### src/rtl/bus_controller_rr_pkg.sv
// Shared types for the round-robin bus controller: FSM states, the request
// record and a width helper for counters and channel indices.
package bus_pkg;

   localparam int BUS_ADDR_WIDTH = 32;
   localparam int BUS_DATA_WIDTH = 32;

   typedef enum logic [1:0] {
      IDLE,
      ISSUE,
      RESPOND
   } bus_state_t;

   typedef struct packed {
      logic                      write_enable;
      logic [BUS_ADDR_WIDTH-1:0] address;
      logic [BUS_DATA_WIDTH-1:0] data_write;
   } bus_request_t;

   // Bits needed to hold 0..max_value, never less than one.
   function automatic int bits_for(input int max_value);
      return (max_value < 2) ? 1 : $clog2(max_value + 1);
   endfunction

endpackage

### src/rtl/bus_controller_rr_if.sv
// Requester-side and memory-side signals of the bus controller. The
// controller is the slave; requesters and the memory model form the master.
interface bus_controller_rr_if #(
   parameter int CHANNELS   = 2,
   parameter int ADDR_WIDTH = 32,
   parameter int DATA_WIDTH = 32
);

   logic [CHANNELS-1:0]                 req_vaild;
   logic [CHANNELS-1:0]                 req_write_enable;
   logic [CHANNELS-1:0][ADDR_WIDTH-1:0] req_address;
   logic [CHANNELS-1:0][DATA_WIDTH-1:0] req_data_write;
   logic [CHANNELS-1:0]                 req_ready;
   logic                                req_error;
   logic [DATA_WIDTH-1:0]               req_data_read;

   logic                                mem_vaild;
   logic                                mem_ready;
   logic                                mem_write_enable;
   logic [ADDR_WIDTH-1:0]               mem_address;
   logic [DATA_WIDTH-1:0]               mem_data_write;
   logic [DATA_WIDTH-1:0]               mem_data_read;

   logic                                bus_busy;

   modport slave (
      input  req_vaild, req_write_enable, req_address, req_data_write,
      input  mem_ready, mem_data_read,
      output req_ready, req_error, req_data_read,
      output mem_vaild, mem_write_enable, mem_address, mem_data_write,
      output bus_busy
   );

   modport master (
      output req_vaild, req_write_enable, req_address, req_data_write,
      output mem_ready, mem_data_read,
      input  req_ready, req_error, req_data_read,
      input  mem_vaild, mem_write_enable, mem_address, mem_data_write,
      input  bus_busy
   );

endinterface

### src/rtl/bus_controller_rr_arbiter.sv
// Combinational round-robin picker: the search starts one above the last
// granted channel and wraps, so every requester is served in turn.
module round_robin_arbiter
   import bus_pkg::*;
#(
   parameter  int CHANNELS = 2,
   localparam int IDX_W    = bits_for(CHANNELS - 1)
) (
   input  logic [CHANNELS-1:0] request,
   input  logic [IDX_W-1:0]    last_grant,
   input  logic                enable,
   output logic                grant_valid,
   output logic [IDX_W-1:0]    grant_index
);

   always_comb begin
      int candidate;
      grant_valid = 1'b0;
      grant_index = '0;
      candidate   = 0;
      for (int offset = 1; offset <= CHANNELS; offset++) begin
         candidate = (int'(last_grant) + offset) % CHANNELS;
         if (enable && !grant_valid && request[IDX_W'(candidate)]) begin
            grant_valid = 1'b1;
            grant_index = IDX_W'(candidate);
         end
      end
   end

endmodule

### src/rtl/bus_controller_rr.sv
// Multi-channel bus controller: round-robin grant, one registered memory
// transaction at a time, per-transaction timeout reported as an error.
module bus_controller_rr
   import bus_pkg::*;
#(
   parameter int CHANNELS   = 2,
   parameter int ADDR_WIDTH = 32,
   parameter int DATA_WIDTH = 32,
   parameter int TIMEOUT    = 15
) (
   input  logic              clock,
   input  logic              reset,
   bus_controller_rr_if.slave bus
);

   localparam int              IDX_W     = bits_for(CHANNELS - 1);
   localparam int              CNT_W     = bits_for(TIMEOUT);
   localparam logic [IDX_W-1:0] LAST_INIT = IDX_W'(CHANNELS - 1);
   localparam logic [CNT_W-1:0] CNT_MAX   = CNT_W'(TIMEOUT);

   bus_state_t              state_q, state_d;
   logic [CNT_W-1:0]        cnt_q, cnt_d;
   logic [IDX_W-1:0]        grant_q, grant_d;
   logic [IDX_W-1:0]        last_grant_q, last_grant_d;
   logic                    we_q, we_d;
   logic [ADDR_WIDTH-1:0]   addr_q, addr_d;
   logic [DATA_WIDTH-1:0]   wdata_q, wdata_d;
   logic [CHANNELS-1:0]     ready_q, ready_d;
   logic                    error_q, error_d;
   logic [DATA_WIDTH-1:0]   rdata_q, rdata_d;
   logic                    mem_vaild_q, mem_vaild_d;
   logic                    busy_q, busy_d;

   logic                    grant_valid;
   logic [IDX_W-1:0]        grant_index;

   round_robin_arbiter #(.CHANNELS(CHANNELS)) u_arbiter (
      .request     (bus.req_vaild),
      .last_grant  (last_grant_q),
      .enable      (state_q == IDLE),
      .grant_valid (grant_valid),
      .grant_index (grant_index)
   );

   always_comb begin
      state_d      = state_q;
      cnt_d        = cnt_q;
      grant_d      = grant_q;
      last_grant_d = last_grant_q;
      we_d         = we_q;
      addr_d       = addr_q;
      wdata_d      = wdata_q;
      ready_d      = '0;
      error_d      = 1'b0;
      rdata_d      = rdata_q;

      case (state_q)
         IDLE: begin
            if (grant_valid) begin
               grant_d      = grant_index;
               last_grant_d = grant_index;
               we_d         = bus.req_write_enable[grant_index];
               addr_d       = bus.req_address[grant_index];
               wdata_d      = bus.req_data_write[grant_index];
               cnt_d        = '0;
               state_d      = ISSUE;
            end
         end
         ISSUE: begin
            // A completion in the same cycle as the timeout takes priority.
            if (bus.mem_ready) begin
               rdata_d          = we_q ? '0 : bus.mem_data_read;
               ready_d[grant_q] = 1'b1;
               state_d          = RESPOND;
            end else if (TIMEOUT != 0 && cnt_q == CNT_MAX) begin
               rdata_d          = '0;
               error_d          = 1'b1;
               ready_d[grant_q] = 1'b1;
               state_d          = RESPOND;
            end else if (cnt_q != CNT_MAX) begin
               cnt_d = cnt_q + 1'b1;
            end
         end
         RESPOND: state_d = IDLE;
         default: state_d = IDLE;
      endcase

      mem_vaild_d = (state_d == ISSUE);
      busy_d      = (state_d != IDLE);
   end

   always_ff @(posedge clock or negedge reset) begin
      if (!reset) begin
         state_q      <= IDLE;
         cnt_q        <= '0;
         grant_q      <= '0;
         last_grant_q <= LAST_INIT;
         we_q         <= 1'b0;
         addr_q       <= '0;
         wdata_q      <= '0;
         ready_q      <= '0;
         error_q      <= 1'b0;
         rdata_q      <= '0;
         mem_vaild_q  <= 1'b0;
         busy_q       <= 1'b0;
      end else begin
         state_q      <= state_d;
         cnt_q        <= cnt_d;
         grant_q      <= grant_d;
         last_grant_q <= last_grant_d;
         we_q         <= we_d;
         addr_q       <= addr_d;
         wdata_q      <= wdata_d;
         ready_q      <= ready_d;
         error_q      <= error_d;
         rdata_q      <= rdata_d;
         mem_vaild_q  <= mem_vaild_d;
         busy_q       <= busy_d;
      end
   end

   assign bus.req_ready        = ready_q;
   assign bus.req_error        = error_q;
   assign bus.req_data_read    = rdata_q;
   assign bus.mem_vaild        = mem_vaild_q;
   assign bus.mem_write_enable = we_q;
   assign bus.mem_address      = addr_q;
   assign bus.mem_data_write   = wdata_q;
   assign bus.bus_busy         = busy_q;

endmodule

### src/flat_wrapper.sv
// flat-port wrapper written by rule: the top's interface ports become plain ports
module bus_controller_rr_flat import bus_pkg::*;
#(
   parameter int CHANNELS   = 2,
   parameter int ADDR_WIDTH = 32,
   parameter int DATA_WIDTH = 32,
   parameter int TIMEOUT    = 15
)
  (clock, reset, bus_req_vaild, bus_req_write_enable, bus_req_address, bus_req_data_write, bus_mem_ready, bus_mem_data_read, bus_req_ready, bus_req_error, bus_req_data_read, bus_mem_vaild, bus_mem_write_enable, bus_mem_address, bus_mem_data_write, bus_bus_busy);
  bus_controller_rr_if #(.CHANNELS(CHANNELS), .ADDR_WIDTH(ADDR_WIDTH), .DATA_WIDTH(DATA_WIDTH)) bus_i ();
  input  logic clock;
  input  logic reset;
  input wire logic [$bits(bus_i.req_vaild)-1:0] bus_req_vaild;
  input wire logic [$bits(bus_i.req_write_enable)-1:0] bus_req_write_enable;
  input wire logic [$bits(bus_i.req_address)-1:0] bus_req_address;
  input wire logic [$bits(bus_i.req_data_write)-1:0] bus_req_data_write;
  input wire logic [$bits(bus_i.mem_ready)-1:0] bus_mem_ready;
  input wire logic [$bits(bus_i.mem_data_read)-1:0] bus_mem_data_read;
  output wire logic [$bits(bus_i.req_ready)-1:0] bus_req_ready;
  output wire logic [$bits(bus_i.req_error)-1:0] bus_req_error;
  output wire logic [$bits(bus_i.req_data_read)-1:0] bus_req_data_read;
  output wire logic [$bits(bus_i.mem_vaild)-1:0] bus_mem_vaild;
  output wire logic [$bits(bus_i.mem_write_enable)-1:0] bus_mem_write_enable;
  output wire logic [$bits(bus_i.mem_address)-1:0] bus_mem_address;
  output wire logic [$bits(bus_i.mem_data_write)-1:0] bus_mem_data_write;
  output wire logic [$bits(bus_i.bus_busy)-1:0] bus_bus_busy;
  assign bus_i.req_vaild = bus_req_vaild;
  assign bus_i.req_write_enable = bus_req_write_enable;
  assign bus_i.req_address = bus_req_address;
  assign bus_i.req_data_write = bus_req_data_write;
  assign bus_i.mem_ready = bus_mem_ready;
  assign bus_i.mem_data_read = bus_mem_data_read;
  assign bus_req_ready = bus_i.req_ready;
  assign bus_req_error = bus_i.req_error;
  assign bus_req_data_read = bus_i.req_data_read;
  assign bus_mem_vaild = bus_i.mem_vaild;
  assign bus_mem_write_enable = bus_i.mem_write_enable;
  assign bus_mem_address = bus_i.mem_address;
  assign bus_mem_data_write = bus_i.mem_data_write;
  assign bus_bus_busy = bus_i.bus_busy;
  bus_controller_rr #(.CHANNELS(CHANNELS), .ADDR_WIDTH(ADDR_WIDTH), .DATA_WIDTH(DATA_WIDTH), .TIMEOUT(TIMEOUT)) u_core (.clock(clock), .reset(reset), .bus(bus_i));
endmodule
### config.mk
export PLATFORM = sky130hd
export DESIGN_NAME = bus_controller_rr_flat
export DESIGN_NICKNAME = d
export VERILOG_FILES = /design/src/rtl/bus_controller_rr_pkg.sv /design/src/rtl/bus_controller_rr_if.sv /design/src/rtl/bus_controller_rr_arbiter.sv /design/src/rtl/bus_controller_rr.sv /design/src/flat_wrapper.sv
export SDC_FILE = /design/constraint.sdc
export NUM_CORES = 1
export LEC_CHECK = 0
export CORE_ASPECT_RATIO = 1.5
export CORE_MARGIN = 3
export CORE_UTILIZATION = 25
export DETAILED_ROUTE_END_ITERATION = 10
export GPL_TIMING_DRIVEN = 0
export SYNTH_ARGS = -nofsm -noshare
export SYNTH_HDL_FRONTEND = slang
export SYNTH_SLANG_ARGS = --single-unit
export TNS_END_PERCENT = 30
### constraint.sdc
create_clock -name clock -period 1.9 [get_ports clock]
set_input_delay 0.57 -clock clock [delete_from_list [all_inputs] [get_ports clock]]
set_output_delay 0.57 -clock clock [all_outputs]
set_load 0.02 [all_outputs]
Word level (Yosys, flattened, before mapping)
Cells that the tools add are included.
- register bits after elaboration: 110
- bits of input ports: 167
- output and inout port bits: 102
- word-level logic and storage cells: 74
- add/subtract/negate cells: 3
- magnitude comparators: 5
- eq/ne operators: 8
- multiplexer cells: 34
- reductions and logical operators: 12
- operators with widths (kind ; count):
    32-bit two-way mux ; 7
    4-bit two-way mux ; 4
    1-bit two-way mux ; 14
    2-bit two-way mux ; 6
    4-bit case mux with 2 select lines ; 1
    1-bit by 3-bit less-than comparator with 1-bit output, second input constant ; 2
    2-bit nonzero test ; 3
    5-bit AND reduction ; 1
    4-bit by 1-bit adder with 4-bit output, second input constant ; 1
    2-bit by 1-bit == test with 1-bit output, second input constant ; 2
    4-bit == test, second input constant ; 1
    1-bit logical AND ; 4
    1-bit by 2-bit less-than comparator with 1-bit output, second input constant ; 2
    2-bit by 1-bit != test with 1-bit output, second input constant ; 2
    2-bit != test, second input constant ; 2
    4-bit != test, second input constant ; 1
    2-bit case mux with 2 select lines ; 1
    2-bit AND reduction ; 2
    1-bit adder, second input constant ; 2
    2-bit logical NOT ; 1
    1-bit demux with 1-bit select ; 1
    1-bit >= comparator, second input constant ; 1
    1-bit logical NOT ; 1

Longest topological paths before layout
Gate-level depths: netlist of the first run.
- depth after elaboration: 13
- gate-level depth with buffers: 6
- depth with buffers taken out: 5

By module
A second synthesis of the first run with hierarchy kept.
- cell total of the unflattened synthesis: 401
- area total of the unflattened synthesis: 4642.0 um^2
- by module, submodules not included (module ; times used ; cells each ; area each (um^2) ; seq. area each (um^2)):
    bus_controller_rr ; 1 ; 399 ; 4626.9 ; 2753.9
    round_robin_arbiter ; 1 ; 2 ; 15.0 ; 0.0

Worst setup path after synthesis of the first run
No wires, ideal clock.
- path kind: input-to-reg
- start point: input bus_req_vaild[0]
- end point: register u_core.wdata_q[0] (netlist: u_core.bus.mem_data_write[0])
- setup time: 0.124 ns
- arrival time: 1.426 ns
- required time: 1.776 ns
- path slack: 0.349 ns
- cell stages on the path: 6
- buffers on the path: 3
- cells stage by stage: or3b_1 > buf_6 > buf_6 > buf_6 > nand2_1 > o21ai_1
- cells in the longest elaborated chain, start to end: 10
- elaborated cells on any way between the ends: 15
- classes of those cells: mux (10); reduce/logical (5)
- RTL lines (item ; line ; RTL):
    start: declaration ; flat_wrapper.sv:13 ; input wire logic [$bits(bus_i.req_vaild)-1:0] bus_req_vaild;
    1-bit two-way mux (not written as such) (2 in a row) ; bus_controller_rr_arbiter.sv:23 ; if (enable && !grant_valid && request[IDX_W'(candidate)]) begin
    1-bit logical AND ; bus_controller_rr_arbiter.sv:23 ;
    1-bit two-way mux ; bus_controller_rr_arbiter.sv:23 ;
    1-bit logical NOT ; bus_controller_rr_arbiter.sv:23 ;
    1-bit logical AND (2 in a row) ; bus_controller_rr_arbiter.sv:23 ;
    1-bit two-way mux ; bus_controller_rr_arbiter.sv:23 ;
    32-bit two-way mux (not written as such) (2 in a row) ; bus_controller_rr.sv:64 ; wdata_d = bus.req_data_write[grant_index];
    end signal: assignment ; bus_controller_rr.sv:113 ; wdata_q <= wdata_d;
    end: declaration ; bus_controller_rr.sv:27 ; logic [DATA_WIDTH-1:0] wdata_q, wdata_d;
Several ways; a longest one is shown, not always the timed one. The select of a mux whose other input is x is not followed.
A chain may end at the register's enable or synchronous reset.

Final worst setup path of the first run
- start point: register u_core.rdata_q[3] (netlist: u_core.bus.req_data_read[3])
- end point: output bus_req_data_read[3]
- RTL lines (item ; line ; RTL):
    start: declaration ; bus_controller_rr.sv:30 ; logic [DATA_WIDTH-1:0] rdata_q, rdata_d;
    start signal: assignment ; bus_controller_rr.sv:116 ; rdata_q <= rdata_d;
    end: declaration ; flat_wrapper.sv:21 ; output wire logic [$bits(bus_i.req_data_read)-1:0] bus_req_data_read;
No word-level cell between the ends.

==> results list, run 1 <==
- The run finished with clean final reports.
* Leading cell type in the layout, fill and taps excluded: clkdlybuf4s50_1
- Path category of the worst min-delay check: in2async
- Cell Pwr Density: 1450 nW/um2
- The worst setup path is captured at an output pin.
- Data on the critical path arrives at its endpoint at 1.30 ns.
- From synthesis to final layout, the design area changed by 70.4%.
- Data on the critical path is required at its endpoint by 1.33 ns.
- The first global-routing pass estimated 23800 um of wire.
- Vias after detailed routing: 4099
- Family with the most delay on the worst path: buffers and inverters
- The final critical path takes up 98.2% of the cycle.
* Part of the Yosys area used for sequential elements: 59.3%
- Number of H-tree branching levels: 3
* Number of enable-type register cells in the synthesized netlist: 0
- Number of instances in the synthesized netlist: 400
- Counting flops with an async set or reset pin after synthesis yields a share of 100%.
* Effective utilization at floorplan: 25.7%
* Clock sink count: 110
- Entering global routing, the biggest net connects 65 pins.
* Startpoint type of the worst setup path: register
- In this run the horizontal extent of the chip is 117 um.
* Instance count on the critical path: 1
* Post-synthesis cell type with the largest combined area: dfrtp_1
- Transition at the pin with the smallest max-transition slack: 0.626 ns
* Total CTS buffers: 9
* Floorplan row count: 60
* Setup Slack @ Placement: -0.327 ns
* Buffers & Inverters on Critical Path: 1
- Vertical die dimension: 173 um
- First-pass DRT Iterations: 4
* IR drop worst, VDD: 577 uV
- Measured in cells, the most critical reg-to-reg path has a length of 5.
- Setup violations remaining at the end of the flow were counted as 0.
- In this run the worst setup path begins at u_core.bus.req_data_read[3]$_DFFE_PN0P_.
- Once routing completed, OpenROAD measured the worst setup slack at 0.0334 ns.
- Number of setup buffers added after CTS: 0
* Clock tree skew after final layout: 0.0122 ns
- The synthesized design contains 110 register bits.
- For this run, the share of the core covered by cells in the final layout is 43.8%.
- Summed over all layers, the global routing overflow is 0.
- Cell type of the slowest stage on the worst timing path: clkdlybuf4s50_1
- The largest single stage delay on the critical path is 0.61 ns.
- Maximum buffer depth of the clock tree: 2
* Wirelength, routed: 15000 um
- After detailed routing, the number of remaining DRC violations is 0.
- Detailed Route Iter0 Violations: 157
- Critical register-to-register path startpoint: u_core.cnt_q[0]$_DFFE_PN0P_
- 0 antenna diodes ended up in the layout.
- Final critical delay including setup and external delays: 1.87 ns
- Count of buffers inserted at the top-level ports: 267
- Max-slew headroom: 58.2%
- Routability-driven placement finished with a final weighted congestion of 0.741.
- In this run the count of I/O pins placed on the die edge is 269.
- The number of hold violations in the final report came to 0.
- Clock tree synthesis selected as its root buffer the cell clkbuf_16.
- Latest clock arrival within the worst-skew pair: 0.35 ns
* Netlist area before placement: 4650 um2
* Unique cell type count in the Yosys netlist: 31
- Maximum frequency from static timing analysis: 536 MHz
- TritonCTS built the clock tree.
- Following the worst setup path forward leads to its endpoint at bus_req_data_read[3].
- DP HPWL: 11800 um
- Total power draw: 0.0115 W
- R2r endpoint: u_core.bus.req_data_read[16]$_DFFE_PN0P_
- Leakage Power: 3.96 nW
* Detail-routed net length per standard cell: 16.0 um
- In this run, post-CTS hold repair placed 0 buffers.
- After the last flow step, the layout net total stands at 847.
* Start-to-end type of the worst setup path: reg2out
- In this run the worst path has a maximum fanout of 2.
- Share of Yosys cell area claimed by the top area cell type: 58.7%
- Antenna viol nets, final: 0
* Vias in the first global route: 4375
- Max-cap viol count: 0
- The Yosys step of the flow raised 0 warnings.
- The number of antenna violations at the first check in global routing is 0.
* Largest cells by area after synthesis: dfrtp_1, mux2i_1, a22o_1
- Prevailing post-synth register cell: dfrtp_1
* Core ar.: 18100 um2
* Mapped Nets: 568
- After clock tree synthesis, the clock-pin slew on the worst setup and hold paths is 0.07 ns.
- The setup check on the worst reg-to-reg path leaves a slack of 0.16 ns.
* Fraction of final layout cells with drive strength greater than 1: 7.31%
- Setup TNS after final layout: 0 ns
* Syn_area_per_cell: 11.6 um2
* Max Slew Vio Count: 0
- For this run, the total global-route usage over all layers was measured as 14.5%.
- The signal on the critical path passes through clkdlybuf4s50_1.
- The floorplan step defined a die boundary enclosing 20300 um2.
- Ratio of routed vias to standard cells: 4.40
- Highest-count cells in the layout ignoring fill and taps: clkdlybuf4s50_1, dfrtp_1, dlygate4sd2_1
synthesized netlist by cell type, types with 2 or more instances:
master	instances
o21ai_1	28
nor3_1	2
nand3_1	2
nand2_1	72
nor2_1	3
o21ai_0	38
nor3b_1	2
buf_2	17
dfrtp_1	109
clkbuf_2	5
a22o_1	32
mux2i_1	67
buf_6	5
report_power, final:
part	switching [W]	total, W	internal [W]
registers	0.000542	0.00393	0.00339
logic	0.00312	0.00558	0.00245
clock network	0.000882	0.00196	0.00108
state kept, by name, summed over array words and instances (netlist names):
name	count
u_core.bus.req_error	1
u_core.bus.bus_busy	1
u_core.bus.mem_data_write	32
u_core.state_q	2
u_core.bus.mem_write_enable	1
u_core.bus.mem_vaild	1
u_core.bus.req_data_read	32
u_core.last_grant_q	1
u_core.bus.req_ready	2
u_core.grant_q	1
u_core.cnt_q	4
u_core.bus.mem_address	32
per-stage QoR:
stage	hold slack, ns	area [um2]	cells
after floorplan	0.274	4650	400
after global placement	0.463	7630	915
after detailed placement	0.470	7650	916
after CTS	0.247	7870	932
after global routing	0.283	7920	932
final	0.233	7920	932
layout make-up:
| type | instances | area (um2) |
|---|---|---|
| Fill cell | 1733 | 10200 |
| Sequential cell | 110 | 2750 |
| Timing Repair Buffer | 268 | 2650 |
| Multi-Input combinational cell | 260 | 1720 |
| Tap cell | 248 | 310 |
| Clock buffer | 11 | 243 |
| Buffer | 29 | 178 |
| Clock inverter | 5 | 66.3 |
| Inverter | 1 | 3.75 |
cells by family (layout without fill, tap and decap cells):
group | after synthesis | count (layout) | synth area share (%)
flops | 110 | 110 | 59.3
compound gates | 102 | 102 | 13.8
simple gates | 89 | 89 | 8.16
mux | 67 | 67 | 14.4
buf+inv | 30 | 314 | 3.90
fa+ha+maj | 1 | 1 | 0.269
xor+xnor | 1 | 1 | 0.189
layer usage:
| metal | wire length (um) | part of all wire, % | global-route usage [%] |
|---|---|---|---|
| met1 | 5620 | 38 | 15.9 |
| met2 | 8060 | 54 | 26.9 |
| met3 | 1050 | 7.0 | 4.12 |
| met4 | 225 | 1.5 | 4.65 |
| met5 | 0 | 0 | 0 |
how the worst min path moves through the flow:
stage                                              start                                         to  cells after the start
3_5_place_dp   u_core.bus.mem_data_write[13]$_DFFE_PN0P_  u_core.bus.mem_data_write[13]$_DFFE_PN0P_                      2
3_3_place_gp    u_core.bus.mem_data_write[9]$_DFFE_PN0P_   u_core.bus.mem_data_write[9]$_DFFE_PN0P_                      2
6_report                                           reset   u_core.bus.req_data_read[25]$_DFFE_PN0P_                      1
4_1_cts                                            reset   u_core.bus.req_data_read[25]$_DFFE_PN0P_                      1
2_1_floorplan                                      reset              u_core.bus.bus_busy$_DFF_PN0_                      0
5_1_grt                                            reset   u_core.bus.req_data_read[25]$_DFFE_PN0P_                      1
repair_timing:
action | 4_1_cts | 5_1_grt
pin swaps | 0 | 0
gates resized for setup | 78 | 20
setup endpoints to repair | 78 | 71
Note: power is estimated with default switching activity, not from simulation.
==> run 2: changes to the inputs <==
--- a/config.mk
+++ b/config.mk
@@ -10,6 +10,7 @@
 export CORE_UTILIZATION = 25
 export DETAILED_ROUTE_END_ITERATION = 10
 export GPL_TIMING_DRIVEN = 0
+export HOLD_SLACK_MARGIN = 0.03
 export SYNTH_ARGS = -nofsm -noshare
 export SYNTH_HDL_FRONTEND = slang
 export SYNTH_SLANG_ARGS = --single-unit
==> results of run 2 <==
Final layout, timing and power as in run 1 (identical DEF).
==> run 3: changes to the inputs <==
--- a/config.mk
+++ b/config.mk
@@ -11,6 +11,7 @@
 export DETAILED_ROUTE_END_ITERATION = 10
 export GPL_TIMING_DRIVEN = 0
 export HOLD_SLACK_MARGIN = 0.03
+export REMOVE_ABC_BUFFERS = 1
 export SYNTH_ARGS = -nofsm -noshare
 export SYNTH_HDL_FRONTEND = slang
 export SYNTH_SLANG_ARGS = --single-unit
==> run 3 against run 2 <==
Compared with the run above:
- sequential power up 4%
- worst setup slack better by 0.0058 ns
- die area unchanged
- sequential cell count unchanged
- via count down 2.3%
- maximum frequency up 0.31%
- first-iteration DRC count up 3.2%
- combinational power down 3%
- register-to-register slack worse by 0.07 ns
- utilization up 0.062 points
- critical endpoint is now bus_req_data_read[2]
- highest routed layer unchanged
==> results list, run 3 (same netlist as run 1, synthesis figures left out) <==
* TritonCTS clock tree: built
- Final Hold Vio Count: 0
- Leakage Power: 3.97 nW
- Leading cell type in the layout, fill and taps excluded: clkdlybuf4s50_1
- Endpoint kind of the worst setup timing path: output pin
- Startpoint type of the worst setup path: register
- The number of hold buffers added after CTS was 0.
- Wire length of the first global-routing pass: 23200 um
- The cell family contributing the most delay on the critical path is buffers and inverters.
- In this run the tightest slew margin relative to its limit is 56.7%.
- IR drop worst, VDD: 530 uV
- The path class of the tightest hold or removal check is in2async.
- At the end of routability-driven placement, the weighted congestion stood at 0.692.
* Clock-pin slew of the registers on the worst-case setup and hold paths: 0.08 ns
* Vias after detailed routing: 4003
- Static timing analysis puts the maximum clock frequency at 537 MHz.
- Summed over all layers, the routed wires come to 14900 um.
- On the worst path, the slowest cell contributes a delay of 0.60 ns.
* Part of the cycle the worst path needs: 97.9%
- Measured along the y axis, the die boundary spans 173 um.
- The max-slew violation count was 0.
- Cell Pwr Density: 1450 nW/um2
* Cell type of the slowest stage on the worst timing path: clkdlybuf4s50_1
* Total routing resource utilization after global routing: 14.4%
- Max-cap viol count: 0
- In the layout the commonest cells are clkdlybuf4s50_1, dfrtp_1, dlygate4sd2_1.
- Total instance count after detailed placement: 891
- Along the worst path, the maximum fanout reaches 2.
- Cells along the critical path: clkdlybuf4s50_1
* Start-to-end type of the worst setup path: reg2out
* Core ar.: 18100 um2
* Filler instances: 1765
- The number of buffers and inverters on the critical path is 1.
- Fraction of final layout cells with drive strength greater than 1: 5.11%
- The H-tree was split into 3 levels.
* Detailed Route Iter0 Violations: 162
* Antenna viol nets, final: 0
- The number of antenna violations at the first check in global routing was 0.
* Clock tree skew after final layout: 0.00806 ns
- The die covers 20300 um2.
- For the worst-skew pair, the clock arrives at the later sink with an insertion delay of 0.35 ns.
* Top-level port count: 269
- DP HPWL: 11100 um
- After detailed routing, the number of remaining DRC violations is 0.
- Vias in the first global route: 4219
- In the final routed layout, each cell accounts on average for 16.3 um.
- Reported net switching power: 0.00454 W
* Effective utilization at floorplan: 25.7%
- For the pin with the worst max-slew slack, the measured transition is 0.650 ns.
- Combinational logic burns 47.3% of the power.
* Switching fraction of total power: 39.5%
* Largest net degree at the start of global routing: 85
* Worst Path Arrival: 1.29 ns
* Clock sink count: 110
- The root buffer cell chosen for the clock tree is clkbuf_16.
* Total CTS buffers: 9
- Non-filler cells, final: 914
- The longest clock path from root to sink contains 2 buffers.
- Residual overflow from global routing: 0
- Diodes inserted: 0
* Total number of nets in the final design: 829
- Area added between synthesis and finish: 70.6%
* Proportion of power drawn by flip-flops and latches: 35.5%
- Floorplan row count: 60
- Total power draw: 0.0115 W
- Per report_power, the clock group accounts for 17.2% of the total.
* Count of buffers inserted at the top-level ports: 267
* Final-report setup violation count: 0
- Dividing the detail-routed via count by the number of cells gives 4.38.
- At the worst endpoint, the required time is 1.33 ns.
- The first detailed-routing pass ran for 7 iterations.
- The run finished with clean final reports.
- Internal power consumption: 0.00695 W
* Final critical delay including setup and external delays: 1.86 ns
- Horizontal extent of the die: 117 um
run 3: cell types whose count changed in the layout (fill, tap and decap cells not counted), moves of 3 or more:
cell            before  now
dlymetal6s2s_1      18   21
buf_2               17    0
buf_6                5    0
buf_4                2    5
dlygate4sd2_1       78   75
clkbuf_2             5    0
run 3: power groups by stage:
stage                     registers [W]  logic [W]  clock network [W]
after floorplan                 0.00549    0.00155                  0
after global placement          0.00433    0.00575                  0
after detailed placement        0.00417    0.00603                  0
after CTS                       0.00411    0.00555            0.00206
after global routing            0.00424    0.00587            0.00214
final                           0.00408    0.00543            0.00198
run 3: what timing repair did:
| item | CTS | global route |
|---|---|---|
| setup endpoints to repair | 127 | 55 |
| pin swaps | 0 | 0 |
| gates resized for setup | 77 | 21 |
| cloned | 2 | 0 |
| buffers inserted | 1 | 4 |
run 3: cell type report:
class                   instances  area (um2)  share of cell area (%)
repair buffers                277        2790                    35.2
multi-input cells             262        1750                    22.1
inverters                       1        3.75                  0.0473
flip-flops and latches        110        2760                    34.8
clock buffers                  10         239                    3.01
clock inverters                 6        75.1                   0.947
well taps                     248         310                    3.91
run 3: final timing paths:
path / slack (ns) / from / cells after the start / end
min reg2reg: 0.45 / u_core.grant_q$_DFFE_PN0P_ / 1 / u_core.bus.req_ready[0]$_DFF_PN0_
max: 0.04 / u_core.bus.req_data_read[2]$_DFFE_PN0P_ / 1 / bus_req_data_read[2]
min: 0.24 / reset / 1 / u_core.bus.mem_address[3]$_DFFE_PN0P_
max in group asynchronous: 0.91 / reset / 2 / u_core.last_grant_q$_DFFE_PN1P_
min in group clock: 0.45 / u_core.grant_q$_DFFE_PN0P_ / 1 / u_core.bus.req_ready[0]$_DFF_PN0_
max reg2reg: 0.09 / u_core.last_grant_q$_DFFE_PN1P_ / 3 / u_core.bus.mem_data_write[17]$_DFFE_PN0P_
run 3: layer usage:
layer / global-route usage (%) / wire length (um)
met1: 15.4 / 5490
met2: 26.4 / 8000
met3: 4.58 / 1080
met4: 5.19 / 334
met5: 0 / 0
run 3: per-stage QoR:
stage                     hold slack [ns]  utilization [%]  worst slack [ns]  setup TNS (ns)  area, um2
after floorplan                     0.274                -             -1.27         -101.10       4470
after global placement              0.425             41.2             -3.88         -662.21       7450
after detailed placement            0.442             41.9            -0.485          -33.12       7580
after CTS                           0.264             43.3          0.000769               0       7830
after global routing                0.285             43.8          -0.00131        -0.00131       7930
final                               0.244             43.8            0.0392               0       7930
